==> config.mk <==
export PLATFORM = sky130hd
export DESIGN_NAME = temporizador_rodada_flat
export DESIGN_NICKNAME = d
export VERILOG_FILES = /design/src/rtl/temporizador_rodada_pkg.sv /design/src/rtl/temporizador_rodada_if.sv /design/src/rtl/divisor_tick.sv /design/src/rtl/temporizador_rodada.sv /design/src/flat_wrapper.sv
export SDC_FILE = /design/constraint.sdc
export NUM_CORES = 1
export LEC_CHECK = 0
export CORE_UTILIZATION = 55
export CTS_CLUSTER_SIZE = 24
export DETAILED_ROUTE_END_ITERATION = 7
export DONT_BUFFER_PORTS = 1
export PLACE_DENSITY = 0.79
export SETUP_SLACK_MARGIN = 0.3
export SLEW_MARGIN = 15
export SYNTH_ARGS = -nofsm -noshare
export SYNTH_HDL_FRONTEND = slang
export SYNTH_SLANG_ARGS = --single-unit
==> constraint.sdc <==
create_clock -name clock -period 2 [get_ports clock]
set_input_delay 0.5 -clock clock [delete_from_list [all_inputs] [get_ports clock]]
set_output_delay 0.5 -clock clock [all_outputs]
set_load 0.005 [all_outputs]
==> src/rtl/temporizador_rodada_pkg.sv <==
// Shared definitions for the round timer: FSM state codes and default parameter values,
// so the game controller and any bench agree on the same encoding.
package temporizador_rodada_pkg;

  typedef enum logic [1:0] {
    PARADO   = 2'd0,
    CONTANDO = 2'd1,
    ESGOTADO = 2'd2
  } estado_t;

  localparam int TICK_DIV_PADRAO     = 50000000;
  localparam int T_INICIAL_PADRAO    = 10;
  localparam int T_PASSO_PADRAO      = 1;
  localparam int T_MIN_PADRAO        = 3;
  localparam int W_PADRAO            = 8;
  localparam int AVISO_LIMIAR_PADRAO = 3;

endpackage

==> src/rtl/temporizador_rodada_if.sv <==
// Command/status bundle between the game controller (master) and the round timer (slave).
interface temporizador_rodada_if #(
  parameter int W = 8
);

  logic         zeraT;
  logic         contaT;
  logic         decresceT;
  logic         fimT;
  logic [W-1:0] tempo_restante;
  logic [W-1:0] db_limite;
  logic [1:0]   db_estado;
  logic         aviso;

  modport master (
    output zeraT, contaT, decresceT,
    input  fimT, tempo_restante, db_limite, db_estado, aviso
  );

  modport slave (
    input  zeraT, contaT, decresceT,
    output fimT, tempo_restante, db_limite, db_estado, aviso
  );

endinterface

==> src/rtl/divisor_tick.sv <==
// Prescaler for the round timer: counts enabled cycles and pulses tick on the last
// count of each time unit, wrapping to zero on that same edge.
module divisor_tick #(
  parameter int TICK_DIV = 50000000
) (
  input  logic clock,
  input  logic reset,
  input  logic clr,
  input  logic en,
  output logic tick
);

  localparam int CW = (TICK_DIV > 1) ? $clog2(TICK_DIV) : 1;
  localparam logic [CW-1:0] ULTIMO = CW'(TICK_DIV - 1);

  logic [CW-1:0] r_cont;

  always_ff @(posedge clock or negedge reset) begin
    if (!reset) begin
      r_cont <= '0;
    end else if (clr) begin
      r_cont <= '0;
    end else if (en) begin
      r_cont <= (r_cont == ULTIMO) ? '0 : r_cont + 1'b1;
    end
  end

  // Gated by en so a pause that lands on the last count does not fire a tick.
  assign tick = en && (r_cont == ULTIMO);

endmodule

==> src/rtl/temporizador_rodada.sv <==
// Round countdown timer: PARADO/CONTANDO/ESGOTADO FSM with a shrinking per-round limit.
// Optional low-time warning output enabled by defining TEMPORIZADOR_AVISO_EN.
module temporizador_rodada
  import temporizador_rodada_pkg::*;
#(
  parameter int TICK_DIV     = TICK_DIV_PADRAO,
  parameter int T_INICIAL    = T_INICIAL_PADRAO,
  parameter int T_PASSO      = T_PASSO_PADRAO,
  parameter int T_MIN        = T_MIN_PADRAO,
  parameter int W            = W_PADRAO,
  parameter int AVISO_LIMIAR = AVISO_LIMIAR_PADRAO
) (
  input logic                  clock,
  input logic                  reset,
  temporizador_rodada_if.slave bus
);

  if (TICK_DIV < 2 || T_MIN < 1 || T_MIN > T_INICIAL || T_INICIAL >= 2**W ||
      AVISO_LIMIAR < 0 || AVISO_LIMIAR >= 2**W) begin : g_param_invalido
    $error("temporizador_rodada: inconsistent parameters");
  end

  estado_t      r_estado;
  logic [W-1:0] r_restante;
  logic [W-1:0] r_limite;
  logic         r_fim;
  logic         r_aviso;

  estado_t      w_estado_nx;
  logic [W-1:0] w_restante_nx;
  logic [W-1:0] w_limite_nx;
  logic [W:0]   w_lim_sub;
  logic [W-1:0] w_lim_dec;
  logic         w_tick;
  logic         w_en;
  logic         w_clr;
  logic         w_aviso_nx;

  assign w_en  = (r_estado == CONTANDO) && bus.contaT;
  assign w_clr = bus.zeraT || (r_estado != CONTANDO);

  divisor_tick #(
    .TICK_DIV(TICK_DIV)
  ) u_divisor (
    .clock(clock),
    .reset(reset),
    .clr  (w_clr),
    .en   (w_en),
    .tick (w_tick)
  );

  // One extra bit on the subtraction exposes underflow as the MSB.
  assign w_lim_sub   = {1'b0, r_limite} - (W+1)'(T_PASSO);
  assign w_lim_dec   = (w_lim_sub[W] || (w_lim_sub[W-1:0] < W'(T_MIN))) ? W'(T_MIN)
                                                                         : w_lim_sub[W-1:0];
  assign w_limite_nx = bus.decresceT ? w_lim_dec : r_limite;

  always_comb begin
    w_estado_nx   = r_estado;
    w_restante_nx = r_restante;
    if (bus.zeraT) begin
      w_estado_nx   = PARADO;
      w_restante_nx = w_limite_nx;
    end else begin
      case (r_estado)
        PARADO: begin
          if (bus.contaT) w_estado_nx = CONTANDO;
        end
        CONTANDO: begin
          if (w_tick) begin
            w_restante_nx = r_restante - 1'b1;
            if (r_restante == W'(1)) w_estado_nx = ESGOTADO;
          end
        end
        ESGOTADO: begin
          w_estado_nx = ESGOTADO;
        end
        default: begin
          w_estado_nx = PARADO;
        end
      endcase
    end
  end

`ifdef TEMPORIZADOR_AVISO_EN
  assign w_aviso_nx = (w_estado_nx == CONTANDO) && (w_restante_nx != '0) &&
                      (w_restante_nx <= W'(AVISO_LIMIAR));
`else
  assign w_aviso_nx = 1'b0;
`endif

  always_ff @(posedge clock or negedge reset) begin
    if (!reset) begin
      r_estado   <= PARADO;
      r_restante <= W'(T_INICIAL);
      r_limite   <= W'(T_INICIAL);
      r_fim      <= 1'b0;
      r_aviso    <= 1'b0;
    end else begin
      r_estado   <= w_estado_nx;
      r_restante <= w_restante_nx;
      r_limite   <= w_limite_nx;
      // fimT trails the state by one cycle but clears on the same edge as zeraT.
      r_fim      <= !bus.zeraT && (r_estado == ESGOTADO);
      r_aviso    <= w_aviso_nx;
    end
  end

  assign bus.fimT           = r_fim;
  assign bus.tempo_restante = r_restante;
  assign bus.db_limite      = r_limite;
  assign bus.db_estado      = r_estado;
  assign bus.aviso          = r_aviso;

  a_restante_parado: assert property (@(posedge clock) disable iff (!reset)
    (r_estado == PARADO) |-> (r_restante != '0));

endmodule

==> src/flat_wrapper.sv <==
// flat-port wrapper written by rule: the top's interface ports become plain ports
module temporizador_rodada_flat import temporizador_rodada_pkg::*;
#(
  parameter int TICK_DIV     = TICK_DIV_PADRAO,
  parameter int T_INICIAL    = T_INICIAL_PADRAO,
  parameter int T_PASSO      = T_PASSO_PADRAO,
  parameter int T_MIN        = T_MIN_PADRAO,
  parameter int W            = W_PADRAO,
  parameter int AVISO_LIMIAR = AVISO_LIMIAR_PADRAO
)
  (clock, reset, bus_zeraT, bus_contaT, bus_decresceT, bus_fimT, bus_tempo_restante, bus_db_limite, bus_db_estado, bus_aviso);
  temporizador_rodada_if #(.W(W)) bus_i ();
  input logic clock;
  input logic reset;
  input wire logic [$bits(bus_i.zeraT)-1:0] bus_zeraT;
  input wire logic [$bits(bus_i.contaT)-1:0] bus_contaT;
  input wire logic [$bits(bus_i.decresceT)-1:0] bus_decresceT;
  output wire logic [$bits(bus_i.fimT)-1:0] bus_fimT;
  output wire logic [$bits(bus_i.tempo_restante)-1:0] bus_tempo_restante;
  output wire logic [$bits(bus_i.db_limite)-1:0] bus_db_limite;
  output wire logic [$bits(bus_i.db_estado)-1:0] bus_db_estado;
  output wire logic [$bits(bus_i.aviso)-1:0] bus_aviso;
  assign bus_i.zeraT = bus_zeraT;
  assign bus_i.contaT = bus_contaT;
  assign bus_i.decresceT = bus_decresceT;
  assign bus_fimT = bus_i.fimT;
  assign bus_tempo_restante = bus_i.tempo_restante;
  assign bus_db_limite = bus_i.db_limite;
  assign bus_db_estado = bus_i.db_estado;
  assign bus_aviso = bus_i.aviso;
  temporizador_rodada #(.TICK_DIV(TICK_DIV), .T_INICIAL(T_INICIAL), .T_PASSO(T_PASSO), .T_MIN(T_MIN), .W(W), .AVISO_LIMIAR(AVISO_LIMIAR)) u_core (.clock(clock), .reset(reset), .bus(bus_i));
endmodule
==> run metrics <==
DRC viols 0; First-pass DRT Iterations 5; Post-Place Cell Area 3090 um2; final WL 7530 um; share of cells above drive strength 1 a little under two fifths; pwr dens 589 nW/um2; GRT Util Overall 27.1%; largest cells by area after synthesis dfrtp_1 (37%), a21oi_1 (4.3%), ha_1 (4.0%); final worst path period need 1.99 ns; largest net degree at the start of global routing 42; Yosys reg bits 45; Worst Setup Start Kind flop; Core Box Area around 4800 um2; CTS Buf Count 5; RSZ-0062 raised after global routing yes; commonest non-fill, non-tap cell in the layout buf_4; final core area utilization between 70 and 80%; Layout area overhead 33.6%; Synth top area share 36.7%; Pleak ~1.6 nW; drt initial violations between 200 and 250; die height between 70 and 80 um; DP HPWL 4510 um; largest fanout on the critical path 9; area of the multi-input gates 1880 um2; register area share after synthesis around 40%; FILL cells 316; ANT nets after route 0; Buffers on Ports 0; register-to-register setup slack ~0.0056 ns; EDFF count, synth 0; # H-tree levels 2; gpl congestion 0.935; initial antenna violation count 0; area leader, netlist dfrtp_1; WL/cell ~18 um; Vias 2584; ys async rst share 100%; Gate Count Post-Synth between 300 and 400; Via density between 6 and 7; worst reg2reg endpoint u_core.bus.tempo_restante[1]; clock sinks 45; Critical Path RT 2.23 ns; CP arrival 2.23 ns; Final Cycle Share 99.7%; clk slew on worst S/H paths 0.09 ns; Final #Nets between 300 and 400; final hold violation count 0; outcome finished, final reports clean; Site Rows 25; worst r2r src u_core.u_divisor.r_cont[1]; maxcap violations 0; root buffer cell clkbuf_8; num ports 25; die width approximately 73 um; first-pass GRT wire length around 11000 um; commonest cells after routing, fill and taps aside buf_4 (42), dfrtp_1 (39), nand2_1 (28); fmax 501 MHz; Crit Path Category flop to flop; Final Cell Area about 3700 um2; diode count 0; Post-Syn Area between 2000 and 3000 um2; syn_area_per_cell 9.04 um2; Min-Delay Path Class primary input to async pin; peak supply drop 0.000396 V; Reg area approximately 1100 um2; syn_nets 323; vias in the first global route 2337; Synth warnings 0; clk_lat worst skew around 0.30 ns; CP Capture Type flop; synth unique cells 51; Reg2Reg Depth 7; Slew Viols, Final 0; die area ~5400 um2; Setup Viol. Count Final 0; starting density of the core 58.0%; CTS tree built; Setup Skew around 0.012 ns; Max clock buf depth 2; predominant post-synthesis flop cell dfrtp_1; GRT Residual Overflow 0
-- synthesized netlist by cell type (all sizes together) (2+ instances only) --
master and instances:
buf 5, dfstp 4, a211oi 4, a21oi 24
nor2b 3, and3 3, nand2 30, ha 9
xnor2 7, mux2 6, o21bai 2, a22o 2
nand4 11, mux2i 9, xor2 3, nand2b 3
a31oi 8, nor4 10, clkbuf 9, nor3b 3
nand3b 4, and2 3, o21ai 11, nand3 12
inv 18, nor3 11, nor2 27, a21bo 3
a41oi 3, or3 6, dfrtp 41
-- metal layers --
metal  vias up  global-route usage (%)  part of all wire (%)
met3        11                    4.94                   5.5
met1      1276                    36.7                    43
li1       1205                       -                     -
met2        92                    45.2                    51
met4         0                    6.32                   1.0
met5         -                       0                     0
-- cell type report --
type / count / share of cell area [%]
clock buffer: 5 / 1.85
clock inverter: 3 / 1.24
inverter: 18 / 1.81
multi-input combinational: 232 / 50.3
sequential: 45 / 30.4
tap: 67 / 2.25
timing repair buffer: 52 / 12.2
-- where the power goes --
part | internal, mW | switching [mW]
logic | 0.247 | 0.273
clock network | 0.374 | 0.327
registers | 0.942 | 0.0326
-- cell families after synthesis --
| group | after synthesis | share of synthesized area [%] |
|---|---|---|
| DFF | 45 | 40.5 |
| xor gates and xnor gates | 10 | 3.14 |
| muxes | 15 | 5.65 |
| and+or+nand+nor | 132 | 26.8 |
| AOI/OAI and AO/OA | 65 | 14.9 |
| other | 1 | 0.134 |
| buffers and inverters | 32 | 4.84 |
| adders and majority gates | 9 | 4.03 |
-- stage by stage --
stage	hold WS [ns]	setup TNS [ns]	power, mW	setup WS [ns]	std cells
2_1_floorplan	0.204	0	1.23	0.113	309
3_3_place_gp	0.206	0	1.31	0.0762	387
3_5_place_dp	0.206	-0.0611	1.33	-0.0521	387
4_1_cts	0.0293	0	2.15	0.0938	413
5_1_grt	0.0154	-0.0827	2.29	-0.0663	422
6_report	0.0290	0	2.20	0.00559	422
-- sequential cells by signal, summed over array words and instances (netlist names) --
name	cells
u_core.bus.db_estado	2
u_core.bus.db_limite	8
u_core.bus.fimT	1
u_core.bus.tempo_restante	8
u_core.u_divisor.r_cont	26
-- worst max-delay path: stages (launching register included) --
cell       delay [ns]
dfrtp_1          0.42
ha_4             0.17
nand2_2          0.05
or4_4            0.46
buf_12           0.18
nor4_4           0.22
mux2i_1          0.30
o2bb2ai_1        0.14
-- how the worst max path moves through the flow --
stage | startpoint | endpoint | slack, ns | cells past startpoint
after floorplan | u_core.u_divisor.r_cont[5] | u_core.u_divisor.r_cont[1] | 0.11 | 6
after global placement | u_core.u_divisor.r_cont[23] | u_core.u_divisor.r_cont[14] | 0.08 | 6
after detailed placement | u_core.bus.db_estado[1] | u_core.u_divisor.r_cont[25] | -0.05 | 8
after CTS | u_core.u_divisor.r_cont[23] | u_core.bus.tempo_restante[1] | 0.09 | 6
after global routing | u_core.u_divisor.r_cont[1] | u_core.bus.tempo_restante[1] | -0.07 | 7
final | u_core.u_divisor.r_cont[1] | u_core.bus.tempo_restante[1] | 0.006 | 7
-- what timing repair did --
item	CTS	global route
hold buffers	1	0
hold endpoints to repair	41	0
setup endpoints to repair	37	39
buffers inserted	17	9
gates resized for setup	30	38
pin swaps	8	10
Power figures use the tool's default switching activity.
